===== config.mk =====
export PLATFORM = sky130hd
export DESIGN_NAME = sha256_block_builder
export DESIGN_NICKNAME = d
export VERILOG_FILES = /design/src/rtl/sha256_pkg.sv /design/src/rtl/sha256_pad_sel.sv /design/src/rtl/sha256_block_builder.sv
export SDC_FILE = /design/constraint.sdc
export NUM_CORES = 1
export LEC_CHECK = 0
export ABC_AREA = 1
export CAP_MARGIN = 15
export CORE_MARGIN = 2
export CORE_UTILIZATION = 25
export CTS_CLUSTER_DIAMETER = 50
export DETAILED_ROUTE_END_ITERATION = 8
export GPL_TIMING_DRIVEN = 0
export SYNTH_ARGS = -nofsm -noshare
export SYNTH_HDL_FRONTEND = slang
export SYNTH_SLANG_ARGS = --single-unit

===== constraint.sdc =====
create_clock -name clk -period 4.8 [get_ports clk]
set_input_delay 1.2 -clock clk [delete_from_list [all_inputs] [get_ports clk]]
set_output_delay 1.2 -clock clk [all_outputs]
set_load 0.05 [all_outputs]

===== src/rtl/sha256_pkg.sv =====
// Shared types and helpers for the SHA-256 block builder.
package sha256_pkg;

    typedef logic [31:0] word_t;
    typedef word_t [15:0] block_t;

    localparam word_t PAD_WORD = 32'h8000_0000;

    typedef enum logic [1:0] {
        IDLE,
        FETCH,
        DRAIN,
        PRESENT
    } state_e;

    // One pad word plus two length words must fit after the message.
    function automatic int unsigned num_blocks(input int unsigned n);
        return (n + 3 + 15) / 16;
    endfunction

endpackage


===== src/rtl/sha256_pad_sel.sv =====
// Chooses the word stored in one block slot: message data, the pad
// marker, the 64-bit bit length, or zero fill.
// With SHA256_NONCE_INSERT_EN defined, the word at global index
// NONCE_IDX is replaced by the latched nonce when it lies inside the message.
module sha256_pad_sel
    import sha256_pkg::*;
#(
    parameter int unsigned NONCE_IDX = 19
) (
    input  logic [15:0] g_i,
    input  logic [3:0]  slot_i,
    input  logic        is_last_i,
    input  logic [15:0] n_words_i,
    input  word_t       mem_word_i,
    input  word_t       nonce_i,
    output word_t       word_o
);

    logic [63:0] bit_len;

`ifndef SHA256_NONCE_INSERT_EN
    logic unused_nonce;
    assign unused_nonce = ^{nonce_i, NONCE_IDX};
`endif

    // Priority: message words, then the pad marker, then length in the last block.
    always_comb begin
        bit_len = 64'(n_words_i) << 5;
        word_o  = '0;
        if (g_i < n_words_i) begin
            word_o = mem_word_i;
`ifdef SHA256_NONCE_INSERT_EN
            if (32'(g_i) == NONCE_IDX) begin
                word_o = nonce_i;
            end
`endif
        end else if (g_i == n_words_i) begin
            word_o = PAD_WORD;
        end else if (is_last_i && slot_i == 4'd14) begin
            word_o = bit_len[63:32];
        end else if (is_last_i && slot_i == 4'd15) begin
            word_o = bit_len[31:0];
        end
    end

endmodule


===== src/rtl/sha256_block_builder.sv =====
// Reads a fixed-length message from memory, appends SHA-256 padding and
// hands 16-word blocks to the compression core over valid/ready.
// Optional feature macro: SHA256_NONCE_INSERT_EN (nonce word substitution).
module sha256_block_builder
    import sha256_pkg::*;
#(
    parameter int unsigned NUM_OF_WORDS = 20,
    parameter int unsigned NONCE_IDX    = 19
) (
    input  logic        clk,
    input  logic        reset_n,
    input  logic        start,
    input  logic [15:0] message_addr,
    input  logic [31:0] nonce,
    output logic        mem_clk,
    output logic        mem_we,
    output logic [15:0] mem_addr,
    input  logic [31:0] mem_read_data,
    output logic        blk_valid,
    input  logic        blk_ready,
    output block_t      blk_data,
    output logic        blk_last,
    output logic [7:0]  blk_index,
    output logic        busy
);

    localparam int unsigned NB       = num_blocks(NUM_OF_WORDS);
    localparam logic [7:0]  LAST_BLK = 8'(NB - 1);
    localparam logic [15:0] N_WORDS  = 16'(NUM_OF_WORDS);

    state_e      state_q, state_d;
    logic [7:0]  blk_q, blk_d;
    logic [3:0]  slot_q, slot_d;
    logic [3:0]  cap_slot_q;
    logic        cap_en_q;
    logic [15:0] base_q;
    word_t       nonce_q;
    block_t      buf_q;
    word_t       sel_word;
    logic [15:0] fetch_g;
    logic [15:0] cap_g;
    logic        is_last_blk;

    assign mem_clk     = clk;
    assign mem_we      = 1'b0;
    assign fetch_g     = {4'b0, blk_q, slot_q};
    assign cap_g       = {4'b0, blk_q, cap_slot_q};
    assign is_last_blk = (blk_q == LAST_BLK);
    assign blk_data    = buf_q;
    assign blk_index   = blk_q;

    // Control registers: state, block number and fetch slot.
    always_ff @(posedge clk) begin
        if (!reset_n) begin
            state_q <= IDLE;
            blk_q   <= '0;
            slot_q  <= '0;
        end else begin
            state_q <= state_d;
            blk_q   <= blk_d;
            slot_q  <= slot_d;
        end
    end

    // Next-state logic and state-decoded outputs.
    always_comb begin
        state_d   = state_q;
        blk_d     = blk_q;
        slot_d    = slot_q;
        blk_valid = 1'b0;
        blk_last  = 1'b0;
        busy      = 1'b1;
        mem_addr  = '0;
        case (state_q)
            IDLE: begin
                busy = 1'b0;
                if (start) begin
                    state_d = FETCH;
                    blk_d   = '0;
                    slot_d  = '0;
                end
            end
            FETCH: begin
                mem_addr = base_q + fetch_g;
                slot_d   = slot_q + 4'd1;
                if (slot_q == 4'd15) begin
                    state_d = DRAIN;
                end
            end
            DRAIN: begin
                state_d = PRESENT;
            end
            PRESENT: begin
                blk_valid = 1'b1;
                blk_last  = is_last_blk;
                if (blk_ready) begin
                    if (is_last_blk) begin
                        state_d = IDLE;
                    end else begin
                        state_d = FETCH;
                        blk_d   = blk_q + 8'd1;
                        slot_d  = '0;
                    end
                end
            end
            default: begin
                state_d = IDLE;
            end
        endcase
    end

    // Capture pipeline tracking which slot's read data arrives next, plus start-time latches.
    always_ff @(posedge clk) begin
        if (!reset_n) begin
            cap_en_q   <= 1'b0;
            cap_slot_q <= '0;
            base_q     <= '0;
            nonce_q    <= '0;
        end else begin
            cap_en_q   <= (state_q == FETCH);
            cap_slot_q <= slot_q;
            if (state_q == IDLE && start) begin
                base_q  <= message_addr;
                nonce_q <= nonce;
            end
        end
    end

    // Block buffer: each slot written one edge after its read data is valid.
    always_ff @(posedge clk) begin
        if (reset_n && cap_en_q) begin
            buf_q[cap_slot_q] <= sel_word;
        end
    end

    sha256_pad_sel #(
        .NONCE_IDX (NONCE_IDX)
    ) u_pad_sel (
        .g_i        (cap_g),
        .slot_i     (cap_slot_q),
        .is_last_i  (is_last_blk),
        .n_words_i  (N_WORDS),
        .mem_word_i (mem_read_data),
        .nonce_i    (nonce_q),
        .word_o     (sel_word)
    );

endmodule


### Word-level counts from Yosys, hierarchy flattened

Index checks and enable logic that the tools add are counted.

* $add $sub $neg: 3
* $mul: 0
* div/mod/pow operators: 0
* magnitude comparators: 3
* eq/ne operators: 12
* shift-type cells: 0
* muxes and demuxes: 24
* bitwise gates (word level): 0
* reduce and logical (&&, ||, !) cells: 11

Operators by type and width (number)
* $bwmux W512: 1
* $demux W32 S4: 1
* $mux W32: 4
* $mux W8: 3
* $add A16 B12 Y16: 1
* $mux W16: 1
* $pmux W8 S2: 1
* $eq A12 B5 Y1 const B: 1
* $eq A4 B4 Y1 const B: 3
* $lt A12 B5 Y1 const B: 1
* $mux W4: 3
* $pmux W4 S3: 1
* $mux W10: 1
* $add A8 B1 Y8 const B: 1
* $eq A8 B1 Y1 const B: 1
* $ne A2 B2 Y1 const B: 4
* $pmux W2 S4: 1
* $reduce_and A4 Y1: 2
* $mux W2: 3
* $logic_and A1 B1 Y1: 5
* $lt A4 B5 Y1 const B: 1
* $add A4 B1 Y4 const B: 1
* $eq A2 B2 Y1 const B: 2
* $ge A4 B1 Y1 const B: 1
* other kinds (6): 9

* register bits: 547
* bits in latches: 0
* bits in writable memories: 0
* bits in read-only memories: 0
* output and inout port bits: 541
* memories kept: 0

### Depth between registers and ports, before layout

Gate-level depths: netlist (run 1).

* word-level depth: 7
* mapped depth: 12
* depth with buffers taken out: 12

### Modules after synthesis

Synthesis (run 1) repeated with hierarchy kept, for this count alone.

* cell total of the unflattened synthesis: 1291
* area, all modules: 20136.8 µm²

By module, submodules not included
* sha256_block_builder: instances 1, cells an instance 1094, area an instance 19090.8 µm²
* sha256_pad_sel: instances 1, cells an instance 197, area an instance 1046.0 µm²

==> summary.md, run 1 <==
| Metric | Value |
|---|---|
| Status | finished clean |
| Critical path required time | 3.60 ns |
| Reg2Reg Depth | 6 |
| Syn_area_per_cell | 17.8 µm² |
| Fin. Hold Viols | 0 |
| Hold endpoint | base_q[11] |
| Class of the worst hold path | reg -> reg |
| Async set or reset register ratio after synthesis | 0 |
| DRC | 0 |
| Final HPWL DP | 42500 µm |
| R2r setup slk | 1.80 ns |
| Top_reg_cell synth | edfxtp_1 |
| Crit path max fanout | 2 |
| ANT nets after route | 0 |
| Worst Hold Depth | 2 |
| Crit. End Element | primary output |
| DIE AREA | 0.0753 mm² |
| Synth top area cells | edfxtp_1 84%, dfxtp_1 3.8%, nand2_1 2.3%, inv_1 2.3%, nor2_1 2.2% |
| Final net count | 1816 |
| First DRT Iteration DRCs | 939 |
| Placer Congestion | 0.865 |
| Vias | 11400 |
| RSZ-0062 raised after global routing | no |
| Yosys top cell area share | 0.841 |
| Cell Area, Synth | 0.0183 mm² |
| Chip height | 274 µm |
| Post-synth EDFFs | 512 |
| Crit path DAT | 3.44 ns |
| Initial antenna violation count | 3 |
| Placed cell area | 0.0260 mm² |
| Multiplexer share of the synthesized area | 0 |
| Pre-antenna DRT Iters | 7 |
| Power per standard cell area | 389 mW/mm² |
| Vias in the first global route | 11100 |
| Setup-failing EPs final | 0 |
| Most instantiated library cell after synthesis | edfxtp_1 |
| #FFs+latches synth | 547 |
| Filler instances | 6582 |
| Synthesis Warnings | 0 |
| Clock latency on the worst-skew pair | 0.74 ns |
| CTS Hold Bufs | 0 |
| Core Footprint | 0.0727 mm² |
| Tightest Pin Transition | 1.13 ns |
| Critical Path Source Type | clock port |
| Leading area contributor after synthesis | edfxtp_1 |
| Port Buffers | 591 |
| Synth top cells by count | 512 x edfxtp_1, 114 x nand2_1, 110 x inv_1 |
| Setup Skew | 0.0473 ns |
| Largest net degree at the start of global routing | 22 |
| Hold Crit Start | base_q[11] |
| Final worst slack | 0.155 ns |
| Placed insts | 2603 |
| Adder-Cell Fraction of Synth Area | 0.0134 |
| Remaining global-route overflow | 0 |
| Max Slew Vio Count | 0 |
| Slew margin rel. | 0.243 |
| Die width | 274 µm |
| Main combinational cell family by area after synthesis | simple AND/OR/NAND/NOR gates |
| XOR/XNOR Fraction of Synth Area | 0.000958 |
| Area delta synth->final | 53.8% |
| Unique cell type count in the Yosys netlist | 33 |
| # IOs | 625 |
| RR Startpoint | blk_index[1] |
| Row count | 99 |
| Crit Reg-Reg Endpoint | blk_data[259] |
| CTS tree | built |
| MaxCap Viol Count | 0 |
| Clk slew on worst S/H paths | 0.05 ns |
| Peak supply drop | 0.000379 V |
| DR WL/cell | 21.9 µm |
| Complex-gate fraction of the synthesized area | 0.0184 |
| Layout Cell Area excl Fill | 0.0281 mm² |
| Final wirelength | 59600 µm |
| Syn Nets | 1129 |
| Post-Layout Cell Count | 2725 |
| WS Path Type | clk -> out |
| Min Hold Slack | 0.494 ns |
| Layout cells sized above 1 | 0.0925 |
| Post-Synth Simple-Gate Area | 0.0620 |
| Setup tns final | 0 ns |
| Starting density of the core | 0.252 |
| Seq/Total Area, Yosys | 0.879 |
| Total track usage | 0.151 |
| Global-route wire length before repair | 80600 µm |
| Pleak | 9.84 nW |
| Post-Place Setup Slack | 0.414 ns |
| CP startpoint | clk |
| Synthesized instance count | 1026 |
| Drt via density | 4.18 |
kinds of logic after synthesis:
| family | count (synthesis) |
|---|---|
| flip-flops | 547 |
| AND/OR/NAND/NOR | 269 |
| buffers and inverters | 124 |
| AO/OA/AOI/OAI | 64 |
| adder cells (fa/ha/maj) | 19 |
| XOR/XNOR | 2 |
| other | 1 |
sequential cells by signal (all words and copies together), names as in the netlist:
signal	count
blk_index	8
blk_data	512
base_q	16
state_q	2
cap_en_q	1
slot_q	4
cap_slot_q	4
placed cells by master, fill, tap and decap left out, types with 3 or more instances in the layout:
cell	Yosys	final
clkbuf_16	0	65
o21ai_1	3	4
clkbuf_1	6	18
nor2_4	1	17
nor3_1	7	7
nor2_1	105	87
buf_4	2	7
nand3_1	19	19
diode_2	0	3
buf_2	4	5
o21ai_0	29	27
buf_12	0	19
ha_1	18	18
a21oi_1	29	29
edfxtp_1	512	512
clkinv_1	0	11
nor2_2	3	5
inv_1	110	110
clkinv_2	0	6
bufinv_16	0	5
nand2_1	114	114
inv_6	0	7
dfxtp_1	35	35
nand4_1	10	10
clkdlybuf4s50_1	0	590
clkinv_4	0	3
worst max-delay path by stage:
stage / endpoint / slack (ns) / depth (start not counted)
after floorplan: mem_clk / 1.03 / 1
after global placement: blk_data[213] / -1.63 / 5
after detailed placement: mem_clk / 0.41 / 2
after CTS: mem_addr[14] / 0.14 / 11
after global routing: mem_addr[12] / 0.04 / 11
final: mem_clk / 0.16 / 4
critical path, cell delays in order:
cell,delay (ns)
clkbuf_16,0.12
clkbuf_16,0.12
buf_4,0.11
clkdlybuf4s50_1,0.68
report_power, final:
group	switching, mW	internal (mW)
registers	0.0434	5.29
clock network	1.96	2.80
logic	0.601	0.251
cell type report:
cell class              count  area [µm²]  area share
diodes                      3        7.51    0.000267
plain buffers              12        57.6     0.00205
clock buffers              78        1680      0.0598
clock inverters            39         413      0.0147
inverters                 112         420      0.0149
multi-input cells         355        1870      0.0664
flip-flops and latches    547       16100       0.571
well taps                 959        1200      0.0427
repair buffers            620        6410       0.228
stage by stage:
stage | util | power [mW]
2_1_floorplan | - | 6.00
3_3_place_gp | 0.349 | 6.30
3_5_place_dp | 0.358 | 6.34
4_1_cts | 0.386 | 11.0
5_1_grt | 0.387 | 11.3
6_report | 0.387 | 10.9
routing by layer:
| metal | share of wire | vias up | global-route usage |
|---|---|---|---|
| met5 | 0.00022 | - | 0 |
| met1 | 0.38 | 5589 | 0.175 |
| met4 | 0.025 | 2 | 0.0492 |
| li1 | - | 5083 | - |
| met3 | 0.079 | 97 | 0.0401 |
| met2 | 0.52 | 614 | 0.271 |
repair_timing:
action                                  4_1_cts  5_1_grt
buffers inserted                              0        0
endpoints found under the hold margin         0        0
gates resized for setup                       0        1
endpoints found under the setup margin        0        1
No activity file was read; power rests on OpenSTA's default activity.
==> inputs of run 2 (changes only) <==
SKIP_CTS_REPAIR_TIMING = 1   (was unset)
SLEW_MARGIN = 10   (was unset)
==> run 2 against run 1 <==
  * Core utilization increased by 0.47 points
  * Combinational power increased by 0.6%
  * First-iteration DRC count increased by 5.6%
  * Critical endpoint unchanged
  * Sequential cell count unchanged
  * Critical path depth unchanged
  * Cell count increased by 0.44%
  * Sequential share of layout area decreased by 0.68 points
  * Non-clock buffer count increased by 8
==> summary.md, run 2 (synthesized netlist as in run 1, its figures left out) <==
| Metric | Value |
|---|---|
| Post-Place Setup Slack | 0.414 ns (unchanged) |
| Row count | 99 (unchanged) |
| Clk slew on worst S/H paths | 0.05 ns (about the same) |
| Post-Layout Cell Count | 2737 (+0.44%) |
| Starting density of the core | 0.252 (unchanged) |
| Crit path DAT | 3.44 ns (about the same) |
| Final worst slack | 0.155 ns (-0.0000360 ns) |
| Crit. End Element | primary output |
| Combinational fraction of design power | 0.076 (-0.002) |
| Global routing usage on met3 | 0.0449 (+0.00482) |
| Chip height | 274 µm (unchanged) |
| Setup-failing EPs final | 0 (unchanged) |
| Vias | 11400 (-0.12%) |
| Number of flip-flops in the largest register | 512 (unchanged) |
| Class of the worst hold path | reg -> reg |
| Crit path max fanout | 2 (unchanged) |
| Clock latency on the worst-skew pair | 0.71 ns (-0.03 ns) |
| Pleak | 9.98 nW (+1.5%) |
| Layout Cell Area excl Fill | 0.0285 mm² (+1.2%) |
| DR WL/cell | 21.8 µm (-0.43%) |
| Vias in the first global route | 11100 (-0.11%) |
| Hold Crit Start | base_q[11] |
| First DRT Iteration DRCs | 992 (+5.6%) |
| Power per standard cell area | 394 mW/mm² (+1.4%) |
| Peak supply drop | 0.000304 V (-20%) |
| RSZ-0062 raised after global routing | no |
| Reg2Reg Depth | 6 (unchanged) |
| Net Switching | 2.73 mW (+4.6%) |
| Final net count | 1829 (+0.72%) |
| Core Footprint | 0.0727 mm² (unchanged) |
| Most common cell after layout, fill and taps aside | clkdlybuf4s50_1 |
| Grt met2 use | 0.267 (-0.00358) |
| Final HPWL DP | 43300 µm (+1.8%) |
| Port Buffers | 591 (unchanged) |
| Final wirelength | 59600 µm (about the same) |
| Commonest cells after routing, fill and taps aside | 590 x clkdlybuf4s50_1, 512 x edfxtp_1, 114 x nand2_1 |
| Hold endpoint | base_q[11] |
| R2r setup slk | 1.80 ns (about the same) |
| Crit Reg-Reg Endpoint | blk_data[227] |
| Status | finished clean |
| RR Startpoint | blk_index[1] |
| Min Hold Slack | 0.496 ns (+0.00212 ns) |
| Critical Path Source Type | clock port |
| Area delta synth->final | 55.7% |
| Layout cells sized above 1 | 0.102 (+0.00940) |
| Sequential power share | 0.475 (-0.012) |
| Most Crowded Layer GR | met2 |
| Placed insts | 2611 (+0.31%) |
| Setup Skew | 0.0194 ns (-0.0279 ns) |
| Placed cell area | 0.0262 mm² (+0.71%) |
| DRC | 0 (unchanged) |
| Max Slew Vio Count | 0 (unchanged) |
| Clock share of power | 0.449 (+0.014) |
| Fin. Hold Viols | 0 (unchanged) |
| ANT nets after route | 0 (unchanged) |
| Total track usage | 0.152 (+0.00102) |
| Internal power | 8.50 mW (+2.0%) |
| # IOs | 625 (unchanged) |
| Worst Hold Depth | 2 (unchanged) |
| Tightest Pin Transition | 1.16 ns (+0.0298 ns) |
| Pre-antenna DRT Iters | 5 (-2) |
| MaxCap Viol Count | 0 (unchanged) |
| Die width | 274 µm (unchanged) |
| Final core utilization | 0.392 (+0.00468) |
| WS Path Type | clk -> out |
| Met1 usage | 0.178 (+0.00331) |
| Initial antenna violation count | 4 (+1) |
| Critical path required time | 3.60 ns (about the same) |
| Largest net degree at the start of global routing | 21 (-4.5%) |
| CTS tree | built |
| Placer Congestion | 0.865 (unchanged) |
| Remaining global-route overflow | 0 (unchanged) |
| Global-route wire length before repair | 80800 µm (+0.25%) |
| Sw frac | 0.243 (+0.00471) |
| DIE AREA | 0.0753 mm² (unchanged) |
| Drt via density | 4.15 (-0.56%) |
| Slew margin rel. | 0.223 (-0.0200) |
==> run 2: cell types whose count changed in the layout (fill, tap and decap cells not counted), sizes merged <==
cell / delta
clkinv: -1
clkinvlp: +2
buf: +8
diode: -2
inv: +3
bufinv: -1
clkbuf: +3
==> run 2: critical path, stage by stage <==
cell,delay [ns]
clkbuf_16,0.12
clkbuf_16,0.12
buf_4,0.11
clkdlybuf4s50_1,0.68
==> run 2: final cells by class <==
class / count / area [µm²]
fillers: 6563 / 44200
flip-flops and latches: 547 / 16100
repair buffers: 628 / 6600
multi-input cells: 355 / 1870
clock buffers: 81 / 1780
well taps: 959 / 1200
clock inverters: 42 / 473
inverters: 112 / 420
plain buffers: 12 / 57.6
diodes: 1 / 2.50
==> run 2: power by group through the flow <==
stage          Sequential (mW)  Combinational (mW)  Clock [mW]
3_3_place_gp              5.44               0.804      0.0596
2_1_floorplan             5.50               0.452      0.0449
3_5_place_dp              5.43               0.849      0.0596
5_1_grt                   5.34               0.930        5.33
4_1_cts                   5.33               0.854        5.14
6_report                  5.33               0.857        5.04
==> run 2: through the flow <==
stage	setup TNS [ns]	total power, mW
CTS	0	11.3
global route	0	11.6
detailed placement	0	6.34
finish	0	11.2
floorplan	0	6.00
global placement	-716.42	6.30
==> run 2: worst max path at each step <==
stage                     startpoint            end  slack [ns]  cells after the start
after floorplan                  clk        mem_clk        1.03                      1
after global placement       reset_n  blk_data[213]       -1.63                      5
after detailed placement         clk        mem_clk        0.41                      2
after CTS                  slot_q[0]   mem_addr[14]        0.13                     11
after global routing       slot_q[0]   mem_addr[12]        0.02                     11
final                            clk        mem_clk        0.16                      4
==> run 2: layer usage <==
layer  vias to the layer above  wire [µm]  part of all wire
met3                        86       4650             0.078
met4                         2       1230             0.021
met1                      5608      22900              0.38
li1                       5101          -                 -
met5                         -         12           0.00020
met2                       574      30800              0.52
==> inputs of run 3 (changes only) <==
CAP_MARGIN = 20   (was 15)
CORE_AREA = 2 2 241 243   (was unset)
CORE_MARGIN = unset   (was 2)
CORE_UTILIZATION = unset   (was 25)
DIE_AREA = 0 0 243 245   (was unset)
==> run 3 against run 2 <==
  * Cell count shrank 7.1%
  * Worst setup slack worse by 0.0018 ns
  * Core utilization grew 10 points
  * Sequential power is essentially flat
  * Critical path depth unchanged
  * Clock skew fell by 0.0033 ns
  * Power up 2.1%
  * Via count decreased by 0.24%
  * Register-to-register slack improved by 0.26 ns
  * Global-route usage rose by 5.0 points
  * Hold slack lost 0.0063 ns
==> summary.md, run 3 (synthesized netlist as in run 1, its figures left out) <==
| Metric | Value |
|---|---|
| Most common cell after layout, fill and taps aside | clkdlybuf4s50_1 |
| Worst Hold Depth | 2 (unchanged) |
| Area delta synth->final | 54.8% |
| Clock latency on the worst-skew pair | 0.70 ns (about the same) |
| Tightest Pin Transition | 1.11 ns (-0.0556 ns) |
| First DRT Iteration DRCs | 887 (-11%) |
| Sequential power share | 0.465 (-0.010) |
| Cells along the critical path | clkbuf_16 -> clkbuf_16 -> buf_4 -> clkdlybuf4s50_1 |
| Clock share of power | 0.461 (+0.012) |
| Min Hold Slack | 0.490 ns (-0.00632 ns) |
| Slew margin rel. | 0.260 (+0.0372) |
| Final net count | 1828 (-0.055%) |
| Number of flip-flops in the largest register | 512 (unchanged) |
| Commonest cells after routing, fill and taps aside | 591 x clkdlybuf4s50_1, 512 x edfxtp_1, 114 x nand2_1 |
| Chip height | 245 µm (-11%) |
| MaxCap Viol Count | 0 (unchanged) |
| Reg2Reg Depth | 6 (unchanged) |
| Hold Crit Start | base_q[4] |
| Critical Path Slowest Stage Cell | clkdlybuf4s50_1 |
| Crit Reg-Reg Endpoint | blk_data[429] |
| DR WL/cell | 24.2 µm (+11%) |
| Max Slew Vio Count | 0 (unchanged) |
| Class of the worst hold path | reg -> reg |
| CP dominant cell by count | clkbuf_16 |
| Combinational fraction of design power | 0.074 (-0.002) |
| Critical Path Source Type | clock port |
| Pre-antenna DRT Iters | 7 (+2) |
| Drt via density | 4.46 (+7.4%) |
| Hold endpoint | base_q[4] |
| Layout cells sized above 1 | 0.104 (+0.00237) |
| Max stage delay on crit path | 0.68 ns (about the same) |
| Crit. End Element | primary output |
| # IOs | 625 (unchanged) |
| RSZ-0062 raised after global routing | no |
| Vias in the first global route | 11400 (+2.5%) |
| Remaining global-route overflow | 0 (unchanged) |
| Final HPWL DP | 45000 µm (+4.1%) |
| Internal power | 8.79 mW (+3.4%) |
| Initial antenna violation count | 2 (-2) |
| Core Footprint | 0.0570 mm² (-22%) |
| Fin. Hold Viols | 0 (unchanged) |
| Power per standard cell area | 405 mW/mm² (+2.6%) |
| CTS tree | built |
| Final worst slack | 0.153 ns (-0.00185 ns) |
| Crit path buffers/inverters | 4 (unchanged) |
| Starting density of the core | 0.321 (+0.0691) |
| Die width | 243 µm (-11%) |
| Total track usage | 0.202 (+0.0499) |
| Status | finished clean |
| Port Buffers | 591 (unchanged) |
| Final wirelength | 61600 µm (+3.3%) |
| Peak supply drop | 0.000415 V (+36%) |
| Clk slew on worst S/H paths | 0.05 ns (about the same) |
| Global-route wire length before repair | 84700 µm (+4.8%) |
| Setup-failing EPs final | 0 (unchanged) |
| Filler instances | 4793 (-27%) |
| RR Startpoint | blk_index[1] |
| Pleak | 10.0 nW (+0.45%) |
| Placed insts | 2413 (-7.6%) |
| WS Path Type | clk -> out |
| Post-Layout Cell Count | 2542 (-7.1%) |
| Largest net degree at the start of global routing | 22 (+4.8%) |
| DRC | 0 (unchanged) |
| R2r setup slk | 2.06 ns (+0.26 ns) |
| Vias | 11300 (-0.24%) |
| Crit path max-delay family | buffers and inverters |
| Post-Place Setup Slack | 0.414 ns (unchanged) |
| Placer Congestion | 0.851 (-1.6%) |
| Critical path required time | 3.60 ns (about the same) |
| Placed cell area | 0.0259 mm² (-1.0%) |
| Pwr Total | 11.5 mW (+2.1%) |
| Setup Skew | 0.0161 ns (-0.00327 ns) |
| Row count | 88 (-11%) |
| DIE AREA | 0.0595 mm² (-21%) |
| Sw frac | 0.233 (-0.00934) |
| Net Switching | 2.68 mW (-1.8%) |
| ANT nets after route | 0 (unchanged) |
| Crit path DAT | 3.45 ns (about the same) |
| Layout Cell Area excl Fill | 0.0283 mm² (-0.54%) |
| Crit path max fanout | 2 (unchanged) |
-- run 3: power groups by stage --
stage	registers [mW]	logic, mW	clock network [mW]
3_3_place_gp	5.43	0.809	0.0596
3_5_place_dp	5.43	0.843	0.0596
2_1_floorplan	5.50	0.452	0.0449
4_1_cts	5.33	0.847	5.39
6_report	5.33	0.850	5.28
5_1_grt	5.34	0.924	5.58
-- run 3: stage by stage --
step,TNS (ns),utilization
after detailed placement,0,0.455
after global routing,0,0.497
after global placement,-634.48,0.441
final,0,0.497
after floorplan,0,-
after CTS,0,0.496
-- run 3: final cells by class --
| type | count | area, µm² | share of cell area |
|---|---|---|---|
| inverter | 112 | 420 | 0.0148 |
| clock buffer | 78 | 1810 | 0.0639 |
| clock inverter | 44 | 534 | 0.0189 |
| buffer | 12 | 57.6 | 0.00203 |
| sequential | 547 | 16100 | 0.568 |
| timing repair buffer | 627 | 6600 | 0.233 |
| antenna | 2 | 5.00 | 0.000177 |
| multi-input combinational | 355 | 1870 | 0.0659 |
| tap | 765 | 957 | 0.0338 |
-- run 3: worst reg2reg max path: stages (launching register included) --
cell and delay [ns]:
dfxtp_1 0.49, inv_1 0.08, ha_1 0.22, nand2_4 0.09
o2111ai_2 0.27, buf_2 0.36, nor2_1 0.89
-- run 3: worst max path at each step --
stage                          from  cells past startpoint  slack [ns]       endpoint
after detailed placement        clk                      2        0.41        mem_clk
after floorplan                 clk                      1        1.03        mem_clk
after global placement      reset_n                      5       -1.67  blk_data[414]
after global routing      slot_q[0]                     13        0.03    mem_addr[8]
final                           clk                      4        0.15        mem_clk
after CTS                       clk                      4        0.14        mem_clk
-- run 3: metal layers --
| metal | GRT usage | up-vias | share of wire |
|---|---|---|---|
| met2 | 0.349 | 529 | 0.51 |
| met3 | 0.0585 | 96 | 0.078 |
| met1 | 0.236 | 5620 | 0.38 |
| met4 | 0.0841 | 2 | 0.032 |
| met5 | 0 | - | 0.00021 |
| li1 | - | 5097 | - |
